[config.mk]
export PLATFORM = sky130hd
export DESIGN_NAME = ft232h_tx_arbiter
export DESIGN_NICKNAME = d
export VERILOG_FILES = /design/src/rtl/ft232h_arb_pkg.sv /design/src/rtl/rr_arbiter.sv /design/src/rtl/ft232h_tx_arbiter.sv
export SDC_FILE = /design/constraint.sdc
export NUM_CORES = 1
export LEC_CHECK = 0
export CORE_MARGIN = 2
export CORE_UTILIZATION = 51
export CTS_CLUSTER_DIAMETER = 40
export DETAILED_ROUTE_END_ITERATION = 8
export GPL_ROUTABILITY_DRIVEN = 0
export PLACE_DENSITY_LB_ADDON = 0.05
export SYNTH_ARGS = -nofsm -noshare
export SYNTH_HDL_FRONTEND = slang
export SYNTH_SLANG_ARGS = --single-unit
[constraint.sdc]
create_clock -name clk_in -period 3.15 [get_ports clk_in]
set_input_delay 0.4725 -clock clk_in [delete_from_list [all_inputs] [get_ports clk_in]]
set_output_delay 0.4725 -clock clk_in [all_outputs]
set_load 0.005 [all_outputs]
[src/rtl/ft232h_arb_pkg.sv]
// Shared state encoding, header layout and helpers for the FT232H TX arbiter.
package ft232h_arb_pkg;

  typedef logic [2:0] arb_state_t;

  localparam arb_state_t ST_IDLE    = 3'd0;
  localparam arb_state_t ST_HDR_ID  = 3'd1;
  localparam arb_state_t ST_HDR_LEN = 3'd2;
  localparam arb_state_t ST_PAYLOAD = 3'd3;
  localparam arb_state_t ST_CKSUM   = 3'd4;
  localparam arb_state_t ST_GAP     = 3'd5;

  localparam int unsigned HDR_BYTES   = 3;
  localparam int unsigned CKSUM_BYTES = 1;

  // Header ID byte: channel number in the low nibble, upper nibble zero.
  localparam int unsigned ID_CH_W  = 4;
  localparam int unsigned ID_PAD_W = 8 - ID_CH_W;

  function automatic logic [7:0] hdr_id(input logic [ID_CH_W-1:0] ch);
    return {{ID_PAD_W{1'b0}}, ch};
  endfunction

  function automatic logic [7:0] min_burst(input logic [31:0] avail, input logic [7:0] max_burst);
    return (avail > 32'(max_burst)) ? max_burst : avail[7:0];
  endfunction

endpackage

[src/rtl/rr_arbiter.sv]
// Combinational rotating-priority picker: first set req at or after ptr, wrapping modulo N.
module rr_arbiter #(
  parameter int unsigned N = 4,
  localparam int unsigned IW = (N > 1) ? $clog2(N) : 1
) (
  input  logic [N-1:0]  req,
  input  logic [IW-1:0] ptr,
  output logic [IW-1:0] gnt_idx,
  output logic          gnt_valid
);

  // Scan from the farthest offset down so the nearest requester is written last.
  always_comb begin
    int unsigned idx;
    idx       = 0;
    gnt_valid = 1'b0;
    gnt_idx   = '0;
    for (int i = int'(N) - 1; i >= 0; i--) begin
      idx = (32'(ptr) + unsigned'(i)) % N;
      if (req[IW'(idx)]) begin
        gnt_valid = 1'b1;
        gnt_idx   = IW'(idx);
      end
    end
  end

endmodule

[src/rtl/ft232h_tx_arbiter.sv]
// Round-robin packetiser sharing the FT232H TX FIFO between N_CH producers.
// Define FT232H_ARB_CHECKSUM_EN to append an XOR checksum byte to every packet.
module ft232h_tx_arbiter
  import ft232h_arb_pkg::*;
#(
  parameter int unsigned N_CH      = 4,
  parameter int unsigned MAX_BURST = 64,
  parameter int unsigned CNT_W     = 12,
  parameter logic [7:0]  SYNC_BYTE = 8'hA5
) (
  input  logic                  clk_in,
  input  logic                  reset_in,
  input  logic [N_CH*CNT_W-1:0] ch_avail_in,
  input  logic [N_CH*8-1:0]     ch_data_in,
  output logic [N_CH-1:0]       ch_pop_out,
  input  logic [15:0]           remaining_space_in,
  output logic [7:0]            fifo_data_out,
  output logic                  fifo_data_valid_out,
  output logic                  busy_out
);

  localparam int unsigned IW = (N_CH > 1) ? $clog2(N_CH) : 1;
`ifdef FT232H_ARB_CHECKSUM_EN
  localparam int unsigned OVH = HDR_BYTES + CKSUM_BYTES;
`else
  localparam int unsigned OVH = HDR_BYTES;
`endif

  arb_state_t    state, state_d;
  logic [IW-1:0] gnt, gnt_d, rr_ptr, rr_d, arb_idx;
  logic [7:0]    n_len, n_d, cnt, cnt_d, data_d;
  logic          valid_d, arb_valid;
  logic [7:0]    burst [N_CH];
  logic [7:0]    head  [N_CH];
  logic [N_CH-1:0] req;
`ifdef FT232H_ARB_CHECKSUM_EN
  logic [7:0]    csum, csum_d;
`endif

  // A channel requests only if it has data and its whole packet fits right now.
  always_comb begin
    for (int unsigned k = 0; k < N_CH; k++) begin
      burst[k] = min_burst(32'(ch_avail_in[k*CNT_W +: CNT_W]), 8'(MAX_BURST));
      head[k]  = ch_data_in[k*8 +: 8];
      req[k]   = (ch_avail_in[k*CNT_W +: CNT_W] != '0) &&
                 ({1'b0, remaining_space_in} >= (17'(burst[k]) + 17'(OVH)));
    end
  end

  rr_arbiter #(.N(N_CH)) u_rr (
    .req       (req),
    .ptr       (rr_ptr),
    .gnt_idx   (arb_idx),
    .gnt_valid (arb_valid)
  );

  always_comb begin
    state_d = state;
    gnt_d   = gnt;
    n_d     = n_len;
    cnt_d   = cnt;
    rr_d    = rr_ptr;
    data_d  = fifo_data_out;
    valid_d = 1'b0;
`ifdef FT232H_ARB_CHECKSUM_EN
    csum_d  = csum;
`endif
    case (state)
      ST_IDLE: begin
        if (arb_valid) begin
          gnt_d   = arb_idx;
          n_d     = burst[arb_idx];
          rr_d    = IW'((32'(arb_idx) + 32'd1) % N_CH);
          data_d  = SYNC_BYTE;
          valid_d = 1'b1;
          state_d = ST_HDR_ID;
        end
      end
      ST_HDR_ID: begin
        data_d  = hdr_id(ID_CH_W'(gnt));
        valid_d = 1'b1;
`ifdef FT232H_ARB_CHECKSUM_EN
        csum_d  = hdr_id(ID_CH_W'(gnt));
`endif
        state_d = ST_HDR_LEN;
      end
      ST_HDR_LEN: begin
        data_d  = n_len;
        valid_d = 1'b1;
        cnt_d   = n_len;
`ifdef FT232H_ARB_CHECKSUM_EN
        csum_d  = csum ^ n_len;
`endif
        state_d = ST_PAYLOAD;
      end
      ST_PAYLOAD: begin
        data_d  = head[gnt];
        valid_d = 1'b1;
        cnt_d   = cnt - 8'd1;
`ifdef FT232H_ARB_CHECKSUM_EN
        csum_d  = csum ^ head[gnt];
        if (cnt == 8'd1) state_d = ST_CKSUM;
`else
        if (cnt == 8'd1) state_d = ST_GAP;
`endif
      end
`ifdef FT232H_ARB_CHECKSUM_EN
      ST_CKSUM: begin
        data_d  = csum;
        valid_d = 1'b1;
        state_d = ST_GAP;
      end
`endif
      ST_GAP:  state_d = ST_IDLE;
      default: state_d = ST_IDLE;
    endcase
  end

  // Pop is decoded from the state register so an async reset drops it at once.
  always_comb begin
    ch_pop_out = '0;
    if (state == ST_PAYLOAD) ch_pop_out[gnt] = 1'b1;
  end

  assign busy_out = (state != ST_IDLE);

  always_ff @(posedge clk_in or posedge reset_in) begin
    if (reset_in) begin
      state               <= ST_IDLE;
      gnt                 <= '0;
      rr_ptr              <= '0;
      n_len               <= '0;
      cnt                 <= '0;
      fifo_data_out       <= '0;
      fifo_data_valid_out <= 1'b0;
`ifdef FT232H_ARB_CHECKSUM_EN
      csum                <= '0;
`endif
    end else begin
      state               <= state_d;
      gnt                 <= gnt_d;
      rr_ptr              <= rr_d;
      n_len               <= n_d;
      cnt                 <= cnt_d;
      fifo_data_out       <= data_d;
      fifo_data_valid_out <= valid_d;
`ifdef FT232H_ARB_CHECKSUM_EN
      csum                <= csum_d;
`endif
    end
  end

endmodule

==> load_flow_metrics.sql <==
INSERT INTO impl_metrics (metric_group, metric, value, unit) VALUES
('critical_path', 'endpoint_kind', 'flip-flop', ''),
('power', 'power_density', '259', 'nW/µm²'),
('die', 'floorplan.die.width', '86.7', 'µm'),
('die', 'die_area', '7520', 'µm²'),
('clock_tree', 'cts_num_sinks', '32', ''),
('die', 'ioPinCount', '112', ''),
('timing', 'finalWorstPathRequiredPeriod', '4330', 'ps'),
('critical_path', 'worstPathMaxFanout', '4', ''),
('run', 'maxCapViolations', '0', ''),
('detailed_routing', 'vias', '4982', ''),
('timing', 'fin_crit_sh', '137', '%'),
('critical_path', 'crit-reg2reg-launch', 'state[1]', ''),
('power', 'total_power', '1.60', 'mW'),
('layout', 'final_cell_area', '6190', 'µm²'),
('outcome', 'run_status', 'finished with violations', ''),
('placement', 'buffer_ports.inserted', '111', ''),
('detailed_routing', 'finalWirelength', '17900', 'µm'),
('layout', 'fillers', '241', ''),
('clock_tree', 'cts-buffers-inserted', '5', ''),
('yosys', 'netlist_instances', '403', ''),
('worst_hold_path', 'hold-path-cell-count', '2', ''),
('critical_path', 'timing.critical_path.cells', 'buf_6 -> or4_4 -> nor3_4 -> nand2_2 -> ha_4 -> nor2b_2 -> a41oi_2 -> ha_1 -> and3_4 -> a2111o_1 -> o21a_1 -> buf_6 -> a22oi_2 -> buf_6 -> a31oi_4 -> buf_4 -> a221oi_2 -> nor3_2', ''),
('critical_path', 'r2r.worst_path.cells', '5', ''),
('yosys', 'synthesis.yosys.warnings', '0', ''),
('layout', 'share_of_post_route_cells_with_drive_strength_above_1', '39.6', '%'),
('timing', 'timing_worst_slew_pin_value', '617', 'ps'),
('yosys', 'netlist_top_cells_count', 'nand2_1, ha_1, nor2_1', ''),
('timing', 'final-setup-viol-count', '22', ''),
('placement', 'post-dp-hpwl', '9830', 'µm'),
('die', 'initial_utilization', '51.9', '%'),
('clock_tree', 'ctsLongestPathBuffers', '2', ''),
('detailed_routing', 'detail_route.vias_per_cell', '6.95', ''),
('yosys', 'synth.avg_cell_area', '8.66', 'µm²'),
('timing', 'maxClockFrequency', '231', 'MHz'),
('detailed_routing', 'drt_drc_violations_left', '0', ''),
('detailed_routing', 'drt-initial-drc-count', '448', ''),
('placement', 'dpl_cell_area', '5430', 'µm²'),
('critical_path', 'path_class', 'in -> reg', ''),
('timing', 'hold_viol_final', '0', ''),
('critical_path', 'critPathMaxStageDelay', '550', 'ps'),
('clock_tree', 'clk_pin_slew', '70', 'ps'),
('clock_tree', 'insertion_delay', '290', 'ps'),
('clock_tree', 'tritoncts', 'built', ''),
('detailed_routing', 'drt_pass1_iterations', '7', ''),
('grt', 'global_route_overflow', '0', ''),
('grt', 'antenna_found_initial', '1', ''),
('outcome', 'violations', 'negative setup slack', ''),
('timing', 'finClkSkew', '4.96', 'ps'),
('critical_path', 'timing.reg2reg.setup_slack', '730', 'ps'),
('detailed_routing', 'drt.antenna.violating_nets', '0', ''),
('grt', 'first_global_vias', '4810', ''),
('yosys', 'seq_area_frac_synth', '23.0', '%'),
('clock_tree', 'ctsRootBufferMaster', 'clkbuf_8', ''),
('layout', 'nets', '776', ''),
('worst_hold_path', 'min-delay-start', 'fifo_data_out[3]', ''),
('yosys', 'synth_enable_flop_cells', '0', ''),
('critical_path', 'crit_path_top_delay_cell', 'or4_4', ''),
('clock_tree', 'cts.htree.levels', '2', ''),
('yosys', 'synth.cell_area', '3490', 'µm²'),
('die', 'die_h', '86.7', 'µm'),
('grt', 'grt_pass1_wl', '23100', 'µm'),
('yosys', 'synth.top_cells.by_area', 'dfrtp_1, ha_1, nand2_1', ''),
('timing', 'finalWorstSetupSlack', '-1180', 'ps'),
('worst_hold_path', 'whs_endpoint', 'fifo_data_out[3]', ''),
('yosys', 'synth_top_area_cell', 'dfrtp_1', ''),
('yosys', 'synth.distinct_cells', '69', ''),
('layout', 'layout-area-overhead-vs-synth', '77.4', '%'),
('critical_path', 'most_frequent_cell_on_the_critical_path', 'buf_6', ''),
('critical_path', 'cp_data_required_time', '3310', 'ps'),
('power', 'ir_worst_vdd', '0.159', 'mV'),
('die', 'placement_rows', '30', '');
[worst max-delay path: cells and delay by family]
family	cells	cell delay (ps)
compound gates	6	1610
buf+inv	4	570
fa+ha+maj	2	520
simple gates	6	1290
[layout by cell type (no fill, tap or decap), types with 4 or more instances in the layout]
cell type,count
clkbuf_8,7
nand3_1,6
nor3_1,7
clkdlybuf4s15_1,6
nor2b_1,7
clkbuf_2,5
clkdlybuf4s50_1,85
a211oi_2,7
ha_1,35
nand2_1,40
or4_4,4
a21oi_1,12
nand2_2,12
o211ai_1,4
mux2i_1,5
xnor2_1,10
o22ai_1,6
o21ai_0,13
nand4_1,4
dlygate4sd2_1,8
dfrtp_1,32
buf_4,112
inv_1,11
a221oi_2,8
buf_6,12
nor2_2,5
mux4_2,7
nor2_1,30
nor3_2,7
o21ai_1,8
ha_4,5
a221oi_4,4
conb_1,8
[registers in the layout, summed over array words and instances, names as in the netlist]
register,flops
rr_ptr,2
state,3
fifo_data_out,8
fifo_data_valid_out,1
n_len,8
gnt,2
cnt,8
[report_power, final]
| group | internal [mW] | switching (mW) |
|---|---|---|
| Combinational | 0.352 | 0.332 |
| Sequential | 0.485 | 0.0886 |
| Clock | 0.194 | 0.151 |
[per-stage QoR]
| stage | cells | TNS (ps) | worst slack, ps | util (%) | hold slack, ps |
|---|---|---|---|---|---|
| after floorplan | 410 | -12580 | -849 | - | 481 |
| after CTS | 699 | -13840 | -845 | 88.8 | 493 |
| final | 717 | -19620 | -1180 | 92.1 | 495 |
| after global placement | 670 | -24170 | -1310 | 80.8 | 472 |
| after global routing | 716 | -24910 | -1540 | 92.1 | 527 |
| after detailed placement | 670 | -28680 | -1530 | 80.8 | 478 |
[worst max-delay path by stage]
stage                    startpoint  slack [ps]  cells after the start       end
finish              ch_avail_in[10]       -1180                     18  n_len[1]
global route        ch_avail_in[10]       -1540                     17  n_len[6]
CTS                 ch_avail_in[47]        -840                     18  n_len[6]
detailed placement  ch_avail_in[43]       -1530                     16  n_len[3]
global placement     ch_avail_in[9]       -1310                     15  n_len[2]
floorplan            ch_avail_in[9]        -850                     15  n_len[2]
[per-layer routing]
layer	wire length [µm]	up-vias	GRT usage, %
met3	1710	210	5.24
met2	8500	472	72.2
met4	1960	0	30.5
met5	0	-	0
met1	5750	2298	40.4
li1	-	2002	-
[kinds of logic after synthesis]
family | synth area share, %
compound gates | 24.7
xor+xnor | 4.27
fa+ha+maj | 15.1
buf+inv | 3.19
flops | 23.0
mux | 6.92
other cells | 0.108
simple gates | 22.7
[area by class of cell]
type	count	area [µm²]	share of cell area [%]
well taps	80	100	1.62
repair buffers	233	2030	32.8
flip-flops and latches	32	801	12.9
multi-input cells	352	3110	50.3
inverters	12	45.0	0.728
clock buffers	7	96.3	1.56
diodes	1	2.50	0.0404
[what timing repair did]
item | CTS | global route
resized for setup | 116 | 30
pin swaps | 83 | 31
cloned | 0 | 0
endpoints found under the setup margin | 22 | 22
buffers inserted | 27 | 17
Note: power is estimated with default switching activity, not from simulation.
==> RTL edit 1: new RTL, same flow settings <==
Build with the macro `FT232H_ARB_CHECKSUM_EN` defined.
--- a/src/rtl/ft232h_tx_arbiter.sv
+++ b/src/rtl/ft232h_tx_arbiter.sv
@@ -2,2 +2,4 @@
 // Define FT232H_ARB_CHECKSUM_EN to append an XOR checksum byte to every packet.
+`define FT232H_ARB_CHECKSUM_EN
+
 module ft232h_tx_arbiter
Check against the original RTL: not equivalent (a bounded check fails within 4 cycles, from zero or initial values and one cycle with reset_in high).
==> RTL edit 1 against the unedited design <==
The flow still finishes with violations (setup timing); combinational power decreased by 38%; first-iteration DRC count decreased by 22%; setup slack improved by 0.60 ns; design area increased by 7.4%; maximum frequency increased by 16%; synthesized cell count increased by 20%; wire length decreased by 6.9%; sequential cell count increased by 8; synthesized area increased by 15%; count of clock-buffer cells in the layout decreased by 2; power decreased by 12%.
==> RTL edit 1: results (changes against the unedited design) <==
[worst_setup_path]
slowest_delay_ns = 0.51  ; was 0.55 ns
critPathArrivalTime_ns = 3.91  ; was 4.48 ns

[place]
place_area_sq_um = 5780  ; was 5430 sq um
pre_cts_slack_ns = -0.975  ; was -1.53 ns
dp_hpwl_mm = 9.86  ; was 9.83 mm

[routing]
wl_met2_mm = 8.28  ; was 8.50 mm
met1_length_mm = 5.62  ; was 5.75 mm
vias_per_cell = 6.46  ; was 6.95
num_vias = 5111  ; was 4982
drtPass1Iterations = 5  ; was 7
totalWireLength_mm = 16.7  ; was 17.9 mm

[pwr]
power_mw = 1.42  ; was 1.60 mW
vdd_drop_max_mv = 0.155  ; was 0.159 mV
powerClk_mw = 0.424  ; was 0.346 mW
p_leak_nw = 2.81  ; was 2.67 nW
netSwitchingPower_mw = 0.403  ; was 0.572 mW

[layout]
multi_input_gates = 416  ; was 352
layout.nonclk_buf_share_pct = 30.3  ; was 32.8%
diodes = 0  ; was 1
drive_above_1_share_pct = 30.2  ; was 39.6%
clockNetworkAreaShare_pct = 1.68  ; was 1.56%
signal_buffers = 213  ; was 233
nets = 824  ; was 776
seq_share_pct = 15.1  ; was 12.9%

[grt]
track_usage_pct = 32.5  ; was 39.6%
grt_max_degree = 44  ; was 33
grt_pass1_wl_mm = 22.2  ; was 23.1 mm
antenna_found_initial = 0  ; was 1
grtUsageMet2_pct = 59.1  ; was 72.2%
grt_use_met1_pct = 36.2  ; was 40.4%

[synth]
ys_ff_latch = 40  ; was 32
yosys-top-cells-count = 74 x nand2_1, 41 x a21oi_1, 40 x dfrtp_1  ; was 52 x nand2_1, 42 x ha_1, 38 x nor2_1
synth-xor-area-share_pct = 2.85  ; was 4.27%
synthCells = 485  ; was 403
synth_seq_area_share_pct = 25.0  ; was 23.0%
synth.area.top_cells = dfrtp_1 25%, ha_1 12%, nand2_1 6.9%, a21oi_1 5.1%, mux4_2 4.5%  ; was dfrtp_1 23%, ha_1 15%, nand2_1 5.6%, mux4_2 4.5%, nor2_1 4.1%

[cts]
cts_resized = 49  ; was 116

[run_status]
violations = setup timing  ; unchanged
outcome = finished with violations  ; unchanged

[timing]
setup_tns_ns = -7.25  ; was -19.62 ns
worst_slew_margin_rel_pct = 48.4  ; was 58.9%
setup_ws_ns = -0.575  ; was -1.18 ns
finalSetupViolations = 22  ; unchanged

[RTL edit 1: worst paths after layout]
path                                               from                           end  slack [ns]  depth (start not counted)
max                                     ch_avail_in[44]          n_len[1]$_DFFE_PP0P_       -0.58                         17
min                        fifo_data_out[2]$_DFFE_PP0P_  fifo_data_out[2]$_DFFE_PP0P_        0.51                          2
max reg2reg                          gnt[0]$_DFFE_PP0P_           csum[7]$_DFFE_PP0P_        0.93                          4
min reg2reg                fifo_data_out[2]$_DFFE_PP0P_  fifo_data_out[2]$_DFFE_PP0P_        0.51                          2
max in group asynchronous                      reset_in         rr_ptr[1]$_DFFE_PP0P_        2.16                          3
min in group asynchronous                      reset_in          n_len[0]$_DFFE_PP0P_        0.62                          3
==> RTL edit 2: new RTL, same settings <==
Made on the original files. Register the inputs `ch_avail_in`, `ch_data_in` and `remaining_space_in` before use, cleared by the reset. The logic sees them one clock later.
--- a/src/rtl/ft232h_tx_arbiter.sv
+++ b/src/rtl/ft232h_tx_arbiter.sv
@@ -22,2 +22,18 @@
   localparam int unsigned IW = (N_CH > 1) ? $clog2(N_CH) : 1;
+
+  logic [N_CH*CNT_W-1:0] ch_avail_q;
+  logic [N_CH*8-1:0] ch_data_q;
+  logic [15:0] remaining_space_q;
+
+  always_ff @(posedge clk_in or posedge reset_in) begin
+    if (reset_in) begin
+      ch_avail_q        <= '0;
+      ch_data_q         <= '0;
+      remaining_space_q <= '0;
+    end else begin
+      ch_avail_q        <= ch_avail_in;
+      ch_data_q         <= ch_data_in;
+      remaining_space_q <= remaining_space_in;
+    end
+  end
 `ifdef FT232H_ARB_CHECKSUM_EN
@@ -42,6 +58,6 @@
     for (int unsigned k = 0; k < N_CH; k++) begin
-      burst[k] = min_burst(32'(ch_avail_in[k*CNT_W +: CNT_W]), 8'(MAX_BURST));
-      head[k]  = ch_data_in[k*8 +: 8];
-      req[k]   = (ch_avail_in[k*CNT_W +: CNT_W] != '0) &&
-                 ({1'b0, remaining_space_in} >= (17'(burst[k]) + 17'(OVH)));
+      burst[k] = min_burst(32'(ch_avail_q[k*CNT_W +: CNT_W]), 8'(MAX_BURST));
+      head[k]  = ch_data_q[k*8 +: 8];
+      req[k]   = (ch_avail_q[k*CNT_W +: CNT_W] != '0) &&
+                 ({1'b0, remaining_space_q} >= (17'(burst[k]) + 17'(OVH)));
     end
Function: changed (Yosys sat finds a counterexample within 4 cycles, from zero or initial values and one cycle with reset_in high).
==> RTL edit 2 against the unedited design <==
The run still ends with setup timing left; setup slack better by 0.50 ns; design area grew 50%; combinational power fell by 7.7%; register-to-register slack worse by 1.4 ns; cell count is 29% higher; via count increased by 4.2%; sequential cell count up 96; first-iteration DRC count fell by 11%; critical endpoint is now n_len[0]$_DFFE_PP0P_; power rose to 2.9 times the old value; clock skew rose by 0.0025 ns; synthesized cell count increased by 31%; wire length decreased by 4.1%; synthesized area grew 71%; maximum frequency grew 13%.
==> RTL edit 2: results (changes against the unedited design) <==
[worst_setup_path]
cp_slowest_cell = dfrtp_1  ; was or4_4
slowest_delay_ns = 0.41  ; was 0.55 ns
critPathArrivalTime_ns = 4.15  ; was 4.48 ns
crit_path_end = n_len[0]$_DFFE_PP0P_  ; was n_len[1]$_DFFE_PP0P_
worstRegToRegCells = 19  ; was 5
crit_start = ch_avail_q[16]$_DFF_PP0_  ; was ch_avail_in[10]

[run_status]
outcome = finished with violations  ; unchanged
violations = setup timing  ; unchanged

[synth]
synth_seq_area_share_pct = 53.7  ; was 23.0%
synth.area.top_cells = dfrtp_1 54%, ha_1 8.8%, nand2_1 4.3%, nor2_1 2.7%, mux4_2 2.6%  ; was dfrtp_1 23%, ha_1 15%, nand2_1 5.6%, mux4_2 4.5%, nor2_1 4.1%

[cts]
worstSkewPairLatency_ns = 0.42  ; was 0.29 ns
numCtsBuffers = 17  ; was 5

[layout]
multi_input_area_sq_um = 3170  ; was 3110 sq um
diodes = 0  ; was 1
nClkBuffers = 21  ; was 7
nFlopsAndLatches = 128  ; was 32
signal_buffers = 228  ; was 233

[timing]
worstMarginPinSlew_ns = 0.666  ; was 0.617 ns
setup_ws_ns = -0.676  ; was -1.18 ns
finalSetupViolations = 22  ; unchanged
holdWs_ns = 0.487  ; was 0.495 ns
finalClockSkew_ns = 0.00743  ; was 0.00496 ns

[pwr]
vdd_drop_max_mv = 0.503  ; was 0.159 mV
p_leak_nw = 3.95  ; was 2.67 nW

[grt]
grt_pass1_vias = 5424  ; was 4810
track_usage_pct = 27.8  ; was 39.6%

[place]
dp_hpwl_mm = 11.0  ; was 9.83 mm

[min_path]
hold_path.class = input port to flip-flop  ; was flip-flop to flip-flop

[RTL edit 2: metrics by stage]
step                power (mW)  area [sq um]  cells  setup slack (ns)
finish                    4.70          9300    923            -0.676
global route              4.91          9300    923            -0.837
CTS                       4.71          9110    913            -0.555
detailed placement        2.49          7920    854            -0.711
global placement          2.46          7920    854            -0.656
floorplan                 2.19          6080    533            -0.600
[RTL edit 2: logic make-up after synthesis]
family,after synthesis,share of synthesized area [%]
other cells,1,0.0628
buf+inv,27,2.03
xor+xnor,17,2.49
flops,128,53.7
simple gates,183,15.1
fa+ha+maj,42,8.80
mux,19,4.93
compound gates,109,12.9
[RTL edit 2: routing by layer]
metal  part of all wire, %  vias up  track usage [%]
met5                     0        -                0
met1                    41     2526             35.3
met4                   3.0        0             10.4
li1                      -     2397                -
met2                    50      218             46.5
met3                   6.4       50             7.13
[RTL edit 2: worst register-to-register path, stage by stage, from the launching register on]
cell and delay, ns:
dfrtp_1 0.41, nor4_2 0.29, nand2_1 0.14, a21oi_2 0.19, nand2_1 0.10, ha_2 0.22
nor2_4 0.11, xor2_1 0.18, nand2_1 0.13, ha_4 0.30, nand2_4 0.05, nor3_4 0.16
a211oi_2 0.10, or2_1 0.29, buf_4 0.17, o31ai_4 0.06, buf_4 0.17, nand3_4 0.11
mux2_4 0.33, o221ai_2 0.20
[RTL edit 2: what timing repair did]
item                                    in CTS  in global routing
setup buffers                               25                 11
gates resized for setup                     60                 22
endpoints found under the setup margin      22                 22
pin swaps                                   43                 22
cloned                                       2                  0
[RTL edit 2: report_power, final]
part | total [mW] | switching, mW | internal [mW]
registers | 1.89 | 0.113 | 1.78
clock network | 2.18 | 0.725 | 1.46
logic | 0.631 | 0.285 | 0.346
total | 4.70 | 1.12 | 3.58
